==> config.mk <==
export PLATFORM = sky130hd
export DESIGN_NAME = pdm_demod
export DESIGN_NICKNAME = d
export VERILOG_FILES = /design/src/rtl/pdm_demod.sv
export SDC_FILE = /design/constraint.sdc
export NUM_CORES = 1
export LEC_CHECK = 0
export CAP_MARGIN = 5
export CORE_UTILIZATION = 55
export CTS_BUF_LIST = sky130_fd_sc_hd__clkbuf_4 sky130_fd_sc_hd__clkbuf_8
export DETAILED_ROUTE_END_ITERATION = 7
export GPL_ROUTABILITY_DRIVEN = 0
export HOLD_SLACK_MARGIN = 0.1
export PLACE_DENSITY = 0.8
export SLEW_MARGIN = 25
export SYNTH_ARGS = -nofsm -noshare
export SYNTH_HDL_FRONTEND = slang
export SYNTH_SLANG_ARGS = --single-unit
==> constraint.sdc <==
create_clock -name clk_in -period 1.8 [get_ports clk_in]
set_input_delay 0.36 -clock clk_in [delete_from_list [all_inputs] [get_ports clk_in]]
set_output_delay 0.36 -clock clk_in [all_outputs]
set_load 0.1 [all_outputs]
==> src/rtl/pdm_demod.sv <==
`default_nettype none
// pdm_demod: 1-bit PDM to signed 8-bit PCM decimator with a one-entry valid/ready output
// register and sticky overrun. Define PDM_DEMOD_CIC2_EN to replace the boxcar with a CIC2.
module pdm_demod #(
   parameter int DECIM = 64
) (
   input  logic       clk_in,
   input  logic       rst_in,
   input  logic       pdm_in,
   input  logic       tick_in,
   input  logic       enable_in,
   output logic [7:0] level_out,
   output logic       valid_out,
   input  logic       ready_in,
   output logic       overrun_out
);
   localparam int LOG2D = $clog2(DECIM);
`ifdef PDM_DEMOD_CIC2_EN
   localparam int EXP = 2 * LOG2D;
`else
   localparam int EXP = LOG2D;
`endif
   // Window result spans [0, 2^EXP], so one extra bit over EXP.
   localparam int AW  = EXP + 1;
   localparam int DEN = 1 << EXP;
   localparam int LSH = (EXP < 7) ? 7 - EXP : 0;
   localparam int RSH = (EXP > 7) ? EXP - 7 : 0;
   localparam int RW  = EXP + 10;
   localparam logic signed [RW-1:0] MAXV = RW'(127);
   localparam logic signed [RW-1:0] MINV = RW'(-128);

   typedef enum logic {FILL = 1'b0, RUN = 1'b1} state_t;
   state_t state, state_nxt;

   logic [LOG2D-1:0] tick_cnt;
   logic             step, last, emit, fill_done;
   logic [AW-1:0]    win_sum;

   assign step = tick_in & enable_in;
   assign last = step && (tick_cnt == LOG2D'(DECIM - 1));

   always_ff @(posedge clk_in or negedge rst_in) begin
      if (!rst_in)        tick_cnt <= '0;
      else if (!enable_in) tick_cnt <= '0;
      else if (step)      tick_cnt <= last ? '0 : tick_cnt + 1'b1;
   end

`ifdef PDM_DEMOD_CIC2_EN
   logic [AW-1:0] integ1, integ2, comb_x_d, comb1_d;
   logic [AW-1:0] integ1_nxt, integ2_nxt, comb1;
   logic          fill_one;

   assign integ1_nxt = integ1 + AW'(pdm_in);
   assign integ2_nxt = integ2 + integ1_nxt;
   assign comb1      = integ2_nxt - comb_x_d;
   assign win_sum    = comb1 - comb1_d;
   assign fill_done  = fill_one;
   assign emit       = last & (state == RUN);

   // Integrators and comb delays wrap freely; the comb difference is exact modulo 2^AW.
   always_ff @(posedge clk_in or negedge rst_in) begin
      if (!rst_in) begin
         integ1   <= '0;
         integ2   <= '0;
         comb_x_d <= '0;
         comb1_d  <= '0;
         fill_one <= 1'b0;
      end else if (!enable_in) begin
         integ1   <= '0;
         integ2   <= '0;
         comb_x_d <= '0;
         comb1_d  <= '0;
         fill_one <= 1'b0;
      end else if (step) begin
         integ1 <= integ1_nxt;
         integ2 <= integ2_nxt;
         if (last) begin
            comb_x_d <= integ2_nxt;
            comb1_d  <= comb1;
            fill_one <= 1'b1;
         end
      end
   end
`else
   logic [AW-1:0] ones;

   assign win_sum   = ones + AW'(pdm_in);
   assign fill_done = 1'b1;
   assign emit      = last;

   always_ff @(posedge clk_in or negedge rst_in) begin
      if (!rst_in)         ones <= '0;
      else if (!enable_in) ones <= '0;
      else if (step)       ones <= last ? '0 : win_sum;
   end
`endif

   always_ff @(posedge clk_in or negedge rst_in) begin
      if (!rst_in) state <= FILL;
      else         state <= state_nxt;
   end

   always_comb begin
      state_nxt = state;
      if (!enable_in)             state_nxt = FILL;
      else if (last && fill_done) state_nxt = RUN;
   end

   logic signed [RW-1:0] raw, shifted;
   logic [7:0]           sample;

   assign raw     = $signed(RW'({win_sum, 1'b0})) - $signed(RW'(DEN));
   assign shifted = (raw <<< LSH) >>> RSH;

   always_comb begin
      sample = shifted[7:0];
      if (shifted > MAXV)      sample = 8'h7f;
      else if (shifted < MINV) sample = 8'h80;
   end

   always_ff @(posedge clk_in or negedge rst_in) begin
      if (!rst_in) begin
         level_out   <= '0;
         valid_out   <= 1'b0;
         overrun_out <= 1'b0;
      end else if (emit) begin
         if (!valid_out || ready_in) begin
            level_out <= sample;
            valid_out <= 1'b1;
         end else begin
            overrun_out <= 1'b1;
         end
      end else if (ready_in) begin
         valid_out <= 1'b0;
      end
   end

endmodule
`default_nettype wire
==> reports/qor.yml <==
outcome: "complete, no violations"
antenna_found_initial: 0
syn_inst: 115
slew_violations: 0
htree_levels: 1
worstSetupPathDepth: 7
ys.flop_type: "dfrtp_1"
synth_common_cells: "22 x dfrtp_1, 14 x nand2_1, 12 x a21oi_1"
num-nets-final: 150
leakagePower_nw: 0.6710
hold_class: "in -> async"
numPortBuffers: 15
post_cts_buffers: 0
setup_violations: 0
drt_pass1_iterations: 6
tritoncts: "built"
relSlewSlack_pct: 77.53
antenna_cells: 0
placed_area_mm2: 0.001488
path_cells: "clkdlybuf4s50_1 -> ha_2 -> ha_2 -> nand3_4 -> or2_1 -> or3_1 -> o22ai_2"
synthesis.nets: 124
clock-sinks: 22
finalInstanceArea_mm2: 0.001539
drive_gt1_share_pct: 25.00
crit_path_top_delay_cell: "clkdlybuf4s50_1"
rows: 16
async_flop_share_pct: 100.0
ff2ff_setup_slack_ns: 0.11
crit_top_cell: "ha_2"
worst_skew_pair.late_latency_ns: 0.31
hold_viol: 0
place_ws_ns: -0.3067
rsz0062_at_grt: "true"
viasPerCell: 5.886
min_period_ns: 1.799
route.detailed.drc: 0
syn_avg_cell_area_um2: 9.879
final.setup.worst_slack_ns: 0.0009839
critPathKind: "in -> reg"
netlist.top_cell.by_area: "dfrtp_1"
required_ns: 2.03
drt_wl_total_mm: 2.490
yosysWarnings: 0
crit_family: "simple AND/OR/NAND/NOR gates"
worst_pin_slew_ns: 0.3364
cp_slowest_stage_delay_ns: 0.47
cts.path.max_buffers: 2
die_h_um: 47.45
overflow: 0
synth_edf_count: 0
reg2reg_to: "ones[6]"
ys_seq_area_share_pct: 48.46
crit_path_end_kind: "register"
crit_arrival_ns: 2.03
synth_top_area_share_pct: 48.46
crit_path_max_fanout: 6
power_density_mw_per_mm2: 536.9
ys_ff_latch: 22
vdd_drop_max_uv: 479.5
cp-endpoint: "ones[6]"
area_growth_pct: 35.46
grt_pass1_wl_mm: 3.822
cts_made_buffers: 3
grt_pass1_vias: 904
die_w_um: 47.45
grtUsageTotal_pct: 25.24
cap_violations: 0
dpl.hpwl_mm: 1.805
startpoint_type: "input port"
critical_path.startpoint: "pdm_in"
fin_crit_sh_pct: 99.95
skew_ns: 0.01416
clkTransAtPathRegs_ns: 0.12
start_util_pct: 58.51
reg2regPathDepth: 6
die-area_mm2: 0.002252
yosysMostFrequentCell: "dfrtp_1"
grt_max_degree: 23
vias: 983
r2r-start: "ones[0]"
synth_cell_types: 34
synthTopCellsByArea: "dfrtp_1 48%, a21oi_1 5.3%, nand2_1 4.6%"
io_pins: 16
core_mm2: 0.001942
cts-root-buf: "clkbuf_4"
crit_buf_inv: 1
drt_iter0_drc: 45
nFillCells: 132
max_freq_ghz: 0.5559
post-route-util_pct: 79.25
wl_per_cell_um: 14.91
ant_nets: 0
netlist_area_mm2: 0.001136
==> worst min path at each step <==
stage / start / endpoint / slack [ns] / cells past startpoint
after floorplan: rst_in / level_out[1] / 0.06 / 0
after global placement: overrun_out / overrun_out / 0.50 / 1
after detailed placement: overrun_out / overrun_out / 0.52 / 1
after CTS: rst_in / level_out[3] / 0.38 / 2
after global routing: rst_in / ones[0] / 0.40 / 2
final: rst_in / level_out[3] / 0.38 / 2
==> metrics by stage <==
step	power (W)	hold slack, ns	setup TNS, ns	instances
floorplan	0.0005473	0.06441	0	115
global placement	0.0005844	0.5012	-1.868	163
detailed placement	0.0005881	0.5164	-2.320	163
CTS	0.0008324	0.3829	0	167
global route	0.0008556	0.4031	-0.05583	167
finish	0.0008263	0.3775	0	167
==> routing by layer <==
metal  share of wire (%)  track usage [%]  wire (um)
met3                 4.9            4.906        121
met1                  39            29.93        974
met2                  53            43.29       1329
met5                   0                0          0
met4                 2.6            13.14         64
==> registers in the layout (all words and copies together), names as in the netlist <==
signal / flops
level_out: 7
valid_out: 1
overrun_out: 1
ones: 7
tick_cnt: 6
==> power breakdown <==
part	switching (W)	internal, W
sequential	0.00000809	0.000500
clock	0.000145	0.000101
combinational	0.0000393	0.0000325
total	0.000192	0.000634
==> layout by cell type, fill, tap and decap left out, types with 3 or more instances in the layout <==
cell type	n
buf_12	11
clkbuf_4	4
o22a_1	5
nand2_1	14
buf_4	9
clkdlybuf4s50_1	5
dfrtp_1	21
or3_1	6
a21oi_1	12
nand3_1	4
inv_1	3
nor2_1	7
o22ai_1	3
xor2_1	4
o21ai_0	4
==> area by class of cell <==
class	count	area (um^2)	area share (%)
Clock buffer	4	30.03	1.951
Inverter	3	11.26	0.7317
Multi-Input combinational cell	86	574.3	37.32
Sequential cell	22	551.8	35.85
Tap cell	27	33.78	2.195
Timing Repair Buffer	25	337.8	21.95
==> repair_timing <==
item,4_1_cts,5_1_grt
gates resized for setup,1,5
hold buffers,0,0
setup endpoints to repair,1,7
==> kinds of logic after synthesis <==
group	count (synthesis)	share of synthesized area [%]
adder cells (fa/ha/maj)	3	3.304
buffers and inverters	7	2.863
XOR/XNOR	6	4.626
flip-flops	22	48.46
AND/OR/NAND/NOR	45	22.69
AO/OA/AOI/OAI	30	16.30
multiplexers	2	1.762
No activity file was read; power rests on OpenSTA's default activity.
